--- src/rtl/yurut_sonuc_hakemi.sv ---
// Execute-stage result collector: one FIFO per functional unit, round-robin grant
// of one buffered result per cycle onto a registered writeback port.
module yurut_sonuc_hakemi #(
  parameter int unsigned BIRIM_SAYISI   = 4,
  parameter int unsigned VERI_GEN       = 32,
  parameter int unsigned YAZMAC_ADR_GEN = 5,
  parameter int unsigned FIFO_DERINLIK  = 2
) (
  input  logic                                     clk_i,
  input  logic                                     rst_i,
  input  logic                                     durdur_i,
  input  logic                                     bosalt_i,
  input  logic [BIRIM_SAYISI-1:0]                  birim_gecerli_i,
  input  logic [BIRIM_SAYISI*VERI_GEN-1:0]         birim_veri_i,
  input  logic [BIRIM_SAYISI*YAZMAC_ADR_GEN-1:0]   birim_hedef_i,
  input  logic [BIRIM_SAYISI-1:0]                  birim_yaz_i,
  output logic [BIRIM_SAYISI-1:0]                  birim_hazir_o,
  output logic                                     sonuc_gecerli_o,
  output logic [VERI_GEN-1:0]                      sonuc_veri_o,
  output logic [YAZMAC_ADR_GEN-1:0]                sonuc_hedef_o,
  output logic                                     sonuc_yaz_o,
  output logic [$clog2(BIRIM_SAYISI)-1:0]          sonuc_birim_o,
  output logic                                     yurut_stall_o
);

  localparam int unsigned BirimW = $clog2(BIRIM_SAYISI);
  localparam int unsigned PtrW   = $clog2(FIFO_DERINLIK);
  localparam int unsigned CntW   = PtrW + 1;
  // Entry layout: {veri, hedef, yaz}
  localparam int unsigned GirdiW = VERI_GEN + YAZMAC_ADR_GEN + 1;

  // Channel FIFO state
  logic [GirdiW-1:0] mem_q    [BIRIM_SAYISI][FIFO_DERINLIK];
  logic [GirdiW-1:0] mem_d    [BIRIM_SAYISI][FIFO_DERINLIK];
  logic [PtrW-1:0]   wr_ptr_q [BIRIM_SAYISI];
  logic [PtrW-1:0]   wr_ptr_d [BIRIM_SAYISI];
  logic [PtrW-1:0]   rd_ptr_q [BIRIM_SAYISI];
  logic [PtrW-1:0]   rd_ptr_d [BIRIM_SAYISI];
  logic [CntW-1:0]   cnt_q    [BIRIM_SAYISI];
  logic [CntW-1:0]   cnt_d    [BIRIM_SAYISI];

  logic [BIRIM_SAYISI-1:0] dolu, bos, push, pop;

  // Arbiter and writeback registers
  logic [BirimW-1:0]         rr_q, rr_d;
  logic [BirimW-1:0]         aday, secilen;
  logic                      bulundu;
  logic [GirdiW-1:0]         bas;
  logic [VERI_GEN-1:0]       bas_veri;
  logic [YAZMAC_ADR_GEN-1:0] bas_hedef;

  logic                      gecerli_q, gecerli_d;
  logic [VERI_GEN-1:0]       veri_q, veri_d;
  logic [YAZMAC_ADR_GEN-1:0] hedef_q, hedef_d;
  logic                      yaz_q, yaz_d;
  logic [BirimW-1:0]         birim_q, birim_d;

  // Full/empty flags derived from the occupancy counters only
  always_comb begin
    dolu = '0;
    bos  = '0;
    for (int n = 0; n < BIRIM_SAYISI; n++) begin
      dolu[n] = (cnt_q[n] == CntW'(FIFO_DERINLIK));
      bos[n]  = (cnt_q[n] == '0);
    end
  end

  assign birim_hazir_o = ~dolu;
  assign yurut_stall_o = |(birim_gecerli_i & dolu);
  assign push          = birim_gecerli_i & ~dolu & {BIRIM_SAYISI{~bosalt_i}};

  // Round-robin search over non-empty heads starting at the pointer
  always_comb begin
    bulundu = 1'b0;
    secilen = '0;
    aday    = '0;
    for (int unsigned i = 0; i < BIRIM_SAYISI; i++) begin
      aday = BirimW'((32'(rr_q) + i) % BIRIM_SAYISI);
      if (!bulundu && !bos[aday]) begin
        bulundu = 1'b1;
        secilen = aday;
      end
    end
    pop = '0;
    if (bulundu && !durdur_i && !bosalt_i) begin
      pop[secilen] = 1'b1;
    end
    bas       = mem_q[secilen][rd_ptr_q[secilen]];
    bas_veri  = bas[GirdiW-1 -: VERI_GEN];
    bas_hedef = bas[YAZMAC_ADR_GEN:1];
  end

  // FIFO next state: flush clears everything, otherwise independent push/pop
  always_comb begin
    mem_d    = mem_q;
    wr_ptr_d = wr_ptr_q;
    rd_ptr_d = rd_ptr_q;
    cnt_d    = cnt_q;
    for (int n = 0; n < BIRIM_SAYISI; n++) begin
      if (bosalt_i) begin
        wr_ptr_d[n] = '0;
        rd_ptr_d[n] = '0;
        cnt_d[n]    = '0;
      end else begin
        if (push[n]) begin
          mem_d[n][wr_ptr_q[n]] = {birim_veri_i[n*VERI_GEN +: VERI_GEN],
                                   birim_hedef_i[n*YAZMAC_ADR_GEN +: YAZMAC_ADR_GEN],
                                   birim_yaz_i[n]};
          wr_ptr_d[n] = wr_ptr_q[n] + PtrW'(1);
        end
        if (pop[n]) begin
          rd_ptr_d[n] = rd_ptr_q[n] + PtrW'(1);
        end
        cnt_d[n] = cnt_q[n] + CntW'(push[n]) - CntW'(pop[n]);
      end
    end
  end

  // Writeback register next state: flush > freeze > grant
  always_comb begin
    gecerli_d = gecerli_q;
    veri_d    = veri_q;
    hedef_d   = hedef_q;
    yaz_d     = yaz_q;
    birim_d   = birim_q;
    rr_d      = rr_q;
    if (bosalt_i) begin
      gecerli_d = 1'b0;
      yaz_d     = 1'b0;
    end else if (!durdur_i) begin
      if (bulundu) begin
        gecerli_d = 1'b1;
        veri_d    = bas_veri;
        hedef_d   = bas_hedef;
        // Writes to x0 are suppressed
        yaz_d     = bas[0] & (bas_hedef != '0);
        birim_d   = secilen;
        rr_d      = (secilen == BirimW'(BIRIM_SAYISI - 1)) ? '0 : secilen + BirimW'(1);
      end else begin
        gecerli_d = 1'b0;
      end
    end
  end

  // Control state with synchronous reset
  always_ff @(posedge clk_i) begin
    if (rst_i) begin
      for (int n = 0; n < BIRIM_SAYISI; n++) begin
        wr_ptr_q[n] <= '0;
        rd_ptr_q[n] <= '0;
        cnt_q[n]    <= '0;
      end
      rr_q      <= '0;
      gecerli_q <= 1'b0;
      veri_q    <= '0;
      hedef_q   <= '0;
      yaz_q     <= 1'b0;
      birim_q   <= '0;
    end else begin
      wr_ptr_q  <= wr_ptr_d;
      rd_ptr_q  <= rd_ptr_d;
      cnt_q     <= cnt_d;
      rr_q      <= rr_d;
      gecerli_q <= gecerli_d;
      veri_q    <= veri_d;
      hedef_q   <= hedef_d;
      yaz_q     <= yaz_d;
      birim_q   <= birim_d;
    end
  end

  // Entry storage needs no reset; occupancy counters guard reads
  always_ff @(posedge clk_i) begin
    mem_q <= mem_d;
  end

  assign sonuc_gecerli_o = gecerli_q;
  assign sonuc_veri_o    = veri_q;
  assign sonuc_hedef_o   = hedef_q;
  assign sonuc_yaz_o     = yaz_q;
  assign sonuc_birim_o   = birim_q;

endmodule

--- config.mk ---
export PLATFORM = sky130hd
export DESIGN_NAME = yurut_sonuc_hakemi
export DESIGN_NICKNAME = d
export VERILOG_FILES = /design/src/rtl/yurut_sonuc_hakemi.sv
export SDC_FILE = /design/constraint.sdc
export NUM_CORES = 1
export LEC_CHECK = 0
export BUFFER_PORTS_ARGS = -buffer_cell sky130_fd_sc_hd__clkbuf_2
export CORE_MARGIN = 2
export CORE_UTILIZATION = 50
export DETAILED_ROUTE_END_ITERATION = 7
export GPL_TIMING_DRIVEN = 0
export HOLD_SLACK_MARGIN = 0.02
export PLACE_DENSITY = 0.8
export RECOVER_POWER = 100
export SLEW_MARGIN = 20
export SYNTH_ARGS = -nofsm -noshare
export SYNTH_HDL_FRONTEND = slang
export SYNTH_SLANG_ARGS = --single-unit
--- constraint.sdc ---
create_clock -name clk_i -period 3.4 [get_ports clk_i]
set_input_delay 0 -clock clk_i [delete_from_list [all_inputs] [get_ports clk_i]]
set_output_delay 0 -clock clk_i [all_outputs]
set_load 0.05 [all_outputs]
==> key figures, run 1 <==
Run
  – Max Cap Viol: 6

Drt
  – Vias post-DR: about 12000
  – Post-route DRC: 0
  – Post-DRT Antenna Nets: 0
  – First-pass iteration count of the detailed router: 6
  – WL/cell: ~24 um
  – DRT iter0 DRCs: about 1500
  – Post-Route WL: about 46 mm
  – Vias/cell: about 6.0

Power
  – Pwr Total: between 10 and 15 mW
  – PwrDens: 559 nW/um2
  – P_leak: ~6.5 nW
  – VDD IR max: ~0.42 mV

Worst setup path
  – Worst r2r path cells: 10
  – Crit Path Class: reg2reg
  – CP arrival: between 3 and 4 ns
  – CP Capture Type: flop
  – CP max FO: 20
  – Required time of the critical path: around 3.8 ns
  – Type of origin of the critical path: flop

Logic synthesis
  – Commonest cells in the netlist: edfxtp_1, nand2_1, nand3_1
  – Area leader, netlist: edfxtp_1
  – Post-synth top area share: 62.4%
  – Synth warnings: 0
  – Main synth FF type: edfxtp_1
  – Top cells by area, synth: edfxtp_1, dfxtp_1, nand2_1, a311oi_1, nor3b_1
  – Syn nets: roughly 1300
  – Flops & latches, synth: about 360
  – Ys async rst share: 0%
  – Post-synth EDFFs: 304
  – Mean Syn Cell Area: around 13 um2
  – Top-count cell post-synth: edfxtp_1
  – Synthesized area: ~15000 um2
  – Unique masters post-synth: 47
  – Synthesized instance count: ~1100
  – Sequential share of the synthesized area: between 70 and 80%

Min path
  – Hold Path Class: in2reg
  – Hold path cells: 4

Timing
  – Final setup violation count: 1
  – Worst clock skew: roughly 0.017 ns
  – Slew Viols, Final: about 130
  – Final period utilization: 100%
  – Worst setup margin: -0.00135 ns
  – Endpoints failing hold: 0
  – Rel. slew slack: -42.7%
  – Worst slew pin tran: between 2 and 2.5 ns
  – WHS: about 0.062 ns
  – Crit path time final: 3.40 ns
  – Post-route setup TNS: -0.00135 ns
  – Max Clk Rate: 294 MHz

Layout
  – Fin util: between 60% and 70%
  – Final Non-Filler Cells: 1939
  – Fillers: ~2100
  – Area grow syn2layout: 29.7%
  – Share of cells above drive strength 1: 9.01%
  – Final #Nets: around 1700

Placed design
  – Number of port buffers: approximately 200
  – Final HPWL DP: between 20 and 30 mm
  – Gp weighted congestion: about 0.86
  – Dpl cells: 1716

CTS
  – Post-CTS Setup Bufs: 0
  – Clk slew on worst S/H paths: about 0.060 ns
  – CTS max path bufs: 3
  – Root buffer cell: clkbuf_16
  – Clock H-tree levels: 2
  – TritonCTS clock tree: built
  – Inserted Clock Buffers: 38
  – Clock sink count: 363
  – Clk Latency, worst-skew pair: between 0.5 and 0.6 ns

GRT
  – Initial antenna violation count: 0
  – All-Layer GR Usage: between 20% and 30%
  – GRT overflow: 0
  – Largest net degree at the start of global routing: 39
  – Vias in the first global route: 11900
  – First-pass GRT wire length: between 60 and 70 mm

Outcome
  – Failing checks: max-capacitance violations, max-slew violations, negative setup slack
  – Status: finished with violations

Die
  – # IOs: around 200
  – Die Wd: approximately 180 um
  – # rows: 62
  – Starting Density: ~51%
  – Die height: 175 um
  – Die Area: between 30000 and 40000 um2
  – Core Area: 28800 um2
cells by family after synthesis:
kind of cell	count (synthesis)	synth area share, %
AOI/OAI and AO/OA	158	9.04
xor gates and xnor gates	16	0.957
adders and majority gates	12	1.03
buffers and inverters	100	3.05
DFF	363	70.4
muxes	9	0.616
and+or+nand+nor	461	14.9
worst max-delay path, cell delays in order, from the launching register on:
cell      delay (ns)
dfxtp_2         0.34
or2_1           0.24
buf_6           0.14
o311a_4         0.35
or2_1           0.37
inv_1           0.11
clkbuf_4        0.32
clkbuf_1        0.57
a311oi_1        0.29
a311oi_2        0.43
nor3_1          0.07
power by group:
| part | switching, mW | internal (mW) | total, mW |
|---|---|---|---|
| logic | 0.954 | 0.475 | 1.43 |
| registers | 0.0611 | 4.98 | 5.04 |
| clock network | 1.67 | 2.47 | 4.15 |
| total | 2.69 | 7.93 | 10.6 |
path summary, 6_finish.rpt:
| check | start | end | slack (ns) |
|---|---|---|---|
| worst max-delay path | cnt_q[5]$_SDFF_PP0_ | sonuc_veri_o[17]$_SDFFE_PP0N_ | -0.001 |
| worst min-delay path | bosalt_i | wr_ptr_q[0]$_SDFFE_PP0P_ | 0.06 |
| worst max register to register | cnt_q[5]$_SDFF_PP0_ | sonuc_veri_o[17]$_SDFFE_PP0N_ | -0.001 |
| worst min register to register | sonuc_birim_o[1]$_SDFFE_PP0N_ | sonuc_birim_o[1]$_SDFFE_PP0N_ | 0.48 |
flip-flops by register name (all words and copies together), names as in the netlist:
register         flops
sonuc_yaz_o          1
rr_q                 2
mem_q              304
cnt_q                8
sonuc_gecerli_o      1
rd_ptr_q             4
wr_ptr_q             4
sonuc_birim_o        2
sonuc_veri_o        32
sonuc_hedef_o        5
stage by stage:
| step | cell area, um2 | worst slack, ns |
|---|---|---|
| 4_1_cts | 19200 | 0.00593 |
| 3_3_place_gp | 16100 | -1.15 |
| 3_5_place_dp | 16400 | -0.762 |
| 2_1_floorplan | 14600 | 0.270 |
| 6_report | 19000 | -0.00135 |
| 5_1_grt | 19000 | -0.0545 |
routing by layer:
metal	track usage (%)	wire length, um
met1	37.4	16800
met5	0	0
met4	12.8	2050
met2	50.5	22500
met3	4.70	4370
repair_timing:
item | CTS | global route
setup endpoints to repair | 29 | 32
pin swaps | 0 | 2
resized for setup | 9 | 31
hold endpoints to repair | 311 | 0
hold buffers | 159 | 0
cloned | 0 | 0
placed cells by master, fill, tap and decap left out, drive strengths merged, types with 13 or more instances in the layout:
cell type,Yosys,layout
clkbuf,60,313
buf,25,30
dfxtp,59,59
dlygate4sd3,0,159
nand2,205,205
a311oi,65,65
edfxtp,304,304
inv,15,16
nand3,71,71
a211oi,36,36
nor3,37,37
nor3b,51,51
nor2,65,65
nor2b,13,13
area by class of cell:
cell class                      count  area (um2)  area share [%]
Clock inverter                     18         193            1.02
Buffer                             80         410            2.16
Clock buffer                       50        1050            5.52
Inverter                           15        58.8           0.310
Multi-Input combinational cell    656        3930            20.7
Sequential cell                   363       10300            54.3
Antenna cell                        1        2.50          0.0132
Timing Repair Buffer              372        2550            13.4
Tap cell                          384         480            2.53
(Power assumes the default switching activity.)
==> inputs of run 2 (changes only) <==
--- a/config.mk
+++ b/config.mk
@@ -6,8 +6,9 @@
 export NUM_CORES = 1
 export LEC_CHECK = 0
 export BUFFER_PORTS_ARGS = -buffer_cell sky130_fd_sc_hd__clkbuf_2
-export CORE_MARGIN = 2
+export CORE_MARGIN = 4
 export CORE_UTILIZATION = 50
+export CTS_BUF_LIST = sky130_fd_sc_hd__clkbuf_2
 export DETAILED_ROUTE_END_ITERATION = 7
 export GPL_TIMING_DRIVEN = 0
 export HOLD_SLACK_MARGIN = 0.02
==> key figures, run 2 (synthesis gave the netlist of run 1 again) <==
Drt
  – Post-route DRC: 0 (unchanged)
  – First-pass iteration count of the detailed router: 6 (unchanged)
  – DRT iter0 DRCs: 1658 (+13%)
  – Vias post-DR: 12800 (+11%)
  – Vias/cell: 5.85 (-2.0%)
  – Post-DRT Antenna Nets: 0 (unchanged)
  – WL/cell: 23.1 um (-2.1%)
  – Post-Route WL: 50.7 mm (+11%)

CTS
  – Clock H-tree levels: 3 (+1)
  – Clk slew on worst S/H paths: 0.11 ns (+0.05 ns)
  – TritonCTS clock tree: built
  – CTS max path bufs: 3 (unchanged)
  – Root buffer cell: clkbuf_2
  – Inserted Clock Buffers: 90 (+140%)
  – Clk Latency, worst-skew pair: 0.98 ns (+0.46 ns)
  – Post-CTS Setup Bufs: 0 (unchanged)
  – Clock sink count: 363 (unchanged)

Worst setup path
  – CP Capture Type: flop
  – Required time of the critical path: 4.24 ns (+0.48 ns)
  – Worst path bufs/invs: 5 (+1)
  – Most used cell along the critical path: buf_6
  – Slowest stage cell, crit path: or4_1
  – CP max FO: 10 (-50%)
  – CP Cell Sequence: or4_1, buf_2, o2111a_1, buf_6, o21a_1, o32ai_1, buf_6, buf_6, clkbuf_2, a311oi_1, nor3_1
  – Top Family by Delay on Critical Path: buffers and inverters
  – Crit Path Class: reg2reg
  – CP arrival: 4.11 ns (+0.34 ns)
  – Worst path max stage delay: 0.52 ns (-0.05 ns)
  – Type of origin of the critical path: flop

Timing
  – Worst slew pin tran: 2.23 ns (+0.0979 ns)
  – RSZ-0062 raised after global routing: no
  – Rel. slew slack: -48.8% (-6.1 points)
  – Max Clk Rate: 306 MHz (+4.0%)
  – Final setup violation count: 0 (-1)
  – Final period utilization: 96.2% (-3.8 points)
  – Slew Viols, Final: 84 (-33%)
  – Crit path time final: 3.27 ns (-0.130 ns)
  – Worst clock skew: 0.113 ns (+0.0956 ns)
  – Endpoints failing hold: 0 (unchanged)

Power
  – P_leak: 7.48 nW (+15%)
  – VDD IR max: 0.289 mV (-31%)
  – Pwr Total: 9.73 mW (-8.4%)
  – PwrDens: 481 nW/um2 (-14%)

Layout
  – FF/Latch Area: 10300 um2 (about the same)
  – Max reg flops: 304 (unchanged)
  – Final #Nets: 1904 (+12%)
  – Most used cells in the layout excluding fill and tap cells: dlygate4sd3_1, edfxtp_1, clkbuf_2
  – Largest Register: mem_q
  – Final Non-Filler Cells: 2194 (+13%)
  – Multi-input combinational cell area: 3930 um2 (unchanged)
  – Area grow syn2layout: 38.3%
  – Fillers: 1916 (-8.8%)
  – Share of cells above drive strength 1: 18.8% (+9.8 points)
  – Commonest non-fill, non-tap cell in the layout: dlygate4sd3_1

Placed design
  – Gp weighted congestion: 0.893 (+3.8%)
  – Number of port buffers: 204 (unchanged)
  – Final HPWL DP: 28.3 mm (-0.80%)
  – Dpl cells: 1714 (-0.12%)

Die
  – # IOs: 206 (unchanged)
  – Core Area: 28800 um2 (unchanged)
  – # rows: 62 (unchanged)
  – Die height: 179 um (+2.3%)
  – Die Area: 32100 um2 (+4.6%)
  – Starting Density: 50.9% (unchanged)
  – Die Wd: 179 um (+2.3%)

Outcome
  – Failing checks: max-capacitance violations, max-slew violations
  – Status: finished with violations

GRT
  – Largest net degree at the start of global routing: 39 (unchanged)
  – Initial antenna violation count: 3 (+3)
  – Vias in the first global route: 13400 (+13%)
  – First-pass GRT wire length: 73.9 mm (+8.9%)
  – All-Layer GR Usage: 31.0% (+1.4 points)
  – GRT overflow: 0 (unchanged)

Min path
  – Hold Path Class: in2reg

Run
  – Max Cap Viol: 4 (-2)
run 2: cell count changes in the layout (fill, tap and decap cells not counted), moves of 4 or more:
cell / delta
clkbuf_1: -110
clkbuf_2: +247
clkinv_2: -4
dlygate4sd3_1: +155
clkbuf_16: -39
clkinv_1: +9
run 2: timing repair:
action | 4_1_cts | 5_1_grt
setup endpoints to repair | 14 | 33
endpoints found under the hold margin | 624 | 0
cloned | 0 | 0
gates resized for setup | 10 | 26
hold buffers | 314 | 0
run 2: per-stage QoR:
stage | cell area [um2] | setup slack, ns | util [%] | TNS (ns) | hold slack [ns]
2_1_floorplan | 14600 | 0.270 | - | 0 | 0.0989
3_3_place_gp | 16100 | -1.15 | 56.1 | -169.86 | 0.189
3_5_place_dp | 16300 | -0.613 | 56.8 | -3.84 | 0.192
4_1_cts | 20400 | 0.0485 | 70.7 | 0 | 0.0319
5_1_grt | 20200 | 0.00958 | 70.3 | 0 | 0.115
6_report | 20200 | 0.129 | 70.3 | 0 | 0.126
run 2: area by class of cell:
type,instances,area share (%)
antenna,3,0.0371
buffer,81,2.04
clock buffer,143,3.54
clock inverter,24,0.717
inverter,15,0.291
multi-input combinational,656,19.4
sequential,363,50.9
tap,384,2.37
timing repair buffer,525,20.6
run 2: worst reg2reg max path, stage by stage, from the launching register on:
cell	delay, ns
dfxtp_1	0.36
or4_1	0.52
buf_2	0.18
o2111a_1	0.17
buf_6	0.15
o21a_1	0.21
o32ai_1	0.46
buf_6	0.25
buf_6	0.19
clkbuf_2	0.33
a311oi_1	0.20
nor3_1	0.21
run 2: worst paths after layout:
check,slack [ns],depth (start not counted),to,start
setup reg to reg,0.13,11,sonuc_veri_o[24]$_SDFFE_PP0N_,cnt_q[1]$_SDFF_PP0_
setup / recovery,0.13,11,sonuc_veri_o[24]$_SDFFE_PP0N_,cnt_q[1]$_SDFF_PP0_
hold / removal,0.13,3,sonuc_hedef_o[4]$_SDFFE_PP0N_,rst_i
hold reg to reg,0.47,2,sonuc_birim_o[1]$_SDFFE_PP0N_,sonuc_birim_o[1]$_SDFFE_PP0N_
run 2: routing by layer:
| layer | track usage, % | part of all wire, % |
|---|---|---|
| met2 | 52.2 | 49 |
| met3 | 6.96 | 11 |
| met1 | 36.8 | 34 |
| met4 | 17.5 | 5.2 |
| met5 | 0 | 0.018 |
run 2: power by group:
part           internal (mW)  total [mW]  switching (mW)
combinational          0.605        1.60           0.994
clock                   1.20        3.09            1.89
sequential              4.97        5.04          0.0654
==> inputs of run 3 (changes only) <==
--- a/config.mk
+++ b/config.mk
@@ -13,7 +13,6 @@
 export GPL_TIMING_DRIVEN = 0
 export HOLD_SLACK_MARGIN = 0.02
 export PLACE_DENSITY = 0.8
-export RECOVER_POWER = 100
 export SLEW_MARGIN = 20
 export SYNTH_ARGS = -nofsm -noshare
 export SYNTH_HDL_FRONTEND = slang
==> key figures, run 3 (synthesis gave the netlist of run 1 again) <==
Outcome
  – Status: complete, no violations

Worst setup path
  – Crit Path Class: reg2reg
  – Worst path max stage delay: 0.36 ns (-0.16 ns)
  – CP Capture Type: flop
  – Slowest stage cell, crit path: dfxtp_1
  – CP Cell Sequence: or2_1, buf_6, o311a_4, or2_1, buf_2, inv_1, buf_4, ha_1, and2_1, ha_1, inv_1, ha_1, xor2_1, xnor2_1, nor2_1
  – CP max FO: 20 (+10)
  – Type of origin of the critical path: flop
  – Required time of the critical path: 4.16 ns (-0.08 ns)
  – CP arrival: 4.04 ns (-0.07 ns)
  – Most used cell along the critical path: ha_1

Run
  – Max Cap Viol: 0 (-4)

Layout
  – Share of cells above drive strength 1: 23.5% (+4.7 points)
  – Fin util: 70.9% (+0.61 points)
  – FF/Latch Area: 10300 um2 (unchanged)
  – Most used cells in the layout excluding fill and tap cells: clkbuf_2, dlygate4sd3_1, edfxtp_1
  – Multi-input combinational cell area: 3960 um2 (+0.70%)
  – Largest Register: mem_q
  – Post-route cell area: 20400 um2 (+0.87%)
  – Max reg flops: 304 (unchanged)
  – Final #Nets: 1904 (unchanged)
  – Area grow syn2layout: 39.5%
  – Commonest non-fill, non-tap cell in the layout: clkbuf_2
  – Fillers: 1857 (-3.1%)

CTS
  – Clock sink count: 363 (unchanged)
  – Clk slew on worst S/H paths: 0.10 ns (about the same)
  – Inserted Clock Buffers: 90 (unchanged)
  – CTS max path bufs: 3 (unchanged)
  – Clk Latency, worst-skew pair: 0.98 ns (about the same)
  – Root buffer cell: clkbuf_2
  – TritonCTS clock tree: built
  – Clock H-tree levels: 3 (unchanged)
  – Post-CTS Setup Bufs: 0 (unchanged)

GRT
  – Initial antenna violation count: 3 (unchanged)
  – Largest net degree at the start of global routing: 39 (unchanged)
  – GRT overflow: 0 (unchanged)
  – All-Layer GR Usage: 31.0% (unchanged)
  – First-pass GRT wire length: 73.9 mm (unchanged)
  – Vias in the first global route: 13400 (unchanged)

Drt
  – Vias/cell: 5.86 (+0.26%)
  – WL/cell: 23.1 um (-0.23%)
  – Post-Route WL: 50.6 mm (-0.23%)
  – First-pass iteration count of the detailed router: 6 (unchanged)
  – DRT iter0 DRCs: 1769 (+6.7%)
  – Post-route DRC: 0 (unchanged)
  – Vias post-DR: 12900 (+0.26%)
  – Post-DRT Antenna Nets: 0 (unchanged)

Timing
  – Final setup violation count: 0 (unchanged)
  – Worst slew pin tran: 0.913 ns (-1.32 ns)
  – Rel. slew slack: 39.2% (+88 points)
  – Worst clock skew: 0.105 ns (-0.00765 ns)
  – Final period utilization: 96.5% (+0.27 points)
  – RSZ-0062 raised after global routing: no
  – Endpoints failing hold: 0 (unchanged)
  – Max Clk Rate: 305 MHz (-0.28%)
  – Crit path time final: 3.28 ns (+0.00921 ns)
  – Slew Viols, Final: 0 (-100%)

Placed design
  – Gp weighted congestion: 0.893 (unchanged)
  – Final HPWL DP: 28.3 mm (unchanged)
  – Number of port buffers: 204 (unchanged)
  – Post-DP Area: 16300 um2 (unchanged)

Die
  – Die Area: 32100 um2 (unchanged)
  – # IOs: 206 (unchanged)
  – # rows: 62 (unchanged)
  – Starting Density: 50.9% (unchanged)
  – Die Wd: 179 um (unchanged)
  – Core Area: 28800 um2 (unchanged)
  – Die height: 179 um (unchanged)

Power
  – Logic pwr share: 16.7% (+0.3 points)
  – Share of power burned in registers: 51.6% (-0.2 points)
  – Clock network power share: 31.7% (about the same)
  – Net Switching: 2.95 mW (about the same)
  – PwrDens: 477 nW/um2 (-0.66%)
  – Net Sw Frac: 30.3% (-0.069 points)
  – P_leak: 7.76 nW (+3.8%)
  – VDD IR max: 0.290 mV (+0.35%)
  – Pwr Total: 9.75 mW (+0.20%)
  – Int Pwr: 6.80 mW (+0.30%)

Min path
  – Hold Path Class: in2reg
run 3: changes by cell type in the layout (fill, tap and decap cells not counted), sizes merged:
cell    delta
clkbuf     -5
buf        +5
run 3: per-stage QoR:
| stage | hold slack, ns | setup WS (ns) | std cells | TNS [ns] |
|---|---|---|---|---|
| 6_report | 0.134 | 0.120 | 2194 | 0 |
| 5_1_grt | 0.115 | 0.00958 | 2193 | 0 |
| 4_1_cts | 0.0319 | 0.0485 | 2192 | 0 |
| 3_5_place_dp | 0.192 | -0.613 | 1714 | -3.84 |
| 3_3_place_gp | 0.189 | -1.15 | 1707 | -169.86 |
| 2_1_floorplan | 0.0989 | 0.270 | 1119 | 0 |
run 3: timing repair:
action                                 4_1_cts  5_1_grt
endpoints found under the hold margin      624        0
setup endpoints to repair                   14       33
pin swaps                                    0        0
resized for setup                           10       26
hold buffers                               314        0
run 3: layout make-up:
cell class / instances / area share [%]
flip-flops and latches: 363 / 50.5
repair buffers: 525 / 21.2
multi-input cells: 656 / 19.4
clock buffers: 143 / 3.51
well taps: 384 / 2.35
plain buffers: 81 / 2.02
clock inverters: 24 / 0.711
inverters: 15 / 0.288
diodes: 3 / 0.0368
run 3: metal layers:
layer / share of wire [%] / global-route usage [%] / vias to the layer above
li1: - / - / 5494
met1: 35 / 36.8 / 6056
met2: 49 / 52.2 / 1085
met3: 11 / 6.96 / 224
met4: 5.1 / 17.5 / 2
met5: 0.026 / 0 / -
run 3: final timing paths:
check | start | end | slack (ns) | cells after the start
hold / removal | birim_gecerli_i[2] | wr_ptr_q[1]$_SDFFE_PP0P_ | 0.13 | 5
setup / recovery | cnt_q[5]$_SDFF_PP0_ | cnt_q[1]$_SDFF_PP0_ | 0.12 | 15
hold reg to reg | sonuc_birim_o[1]$_SDFFE_PP0N_ | sonuc_birim_o[1]$_SDFFE_PP0N_ | 0.46 | 2
setup reg to reg | cnt_q[5]$_SDFF_PP0_ | cnt_q[1]$_SDFF_PP0_ | 0.12 | 15
run 3: critical path, delay by kind of cell, from the launching register on:
family	cells	cell delay, ns
compound gates	1	0.35
simple gates	4	0.75
xor+xnor	2	0.34
buf+inv	5	0.70
flops	1	0.36
fa+ha+maj	3	0.64
run 3: power groups by stage:
stage	clock, mW	combinational (mW)	sequential, mW
after floorplan	0	0.639	5.22
after global placement	0	1.19	5.13
after detailed placement	0	1.25	5.12
after CTS	3.04	1.53	5.02
after global routing	3.32	1.71	5.04
final	3.09	1.62	5.03
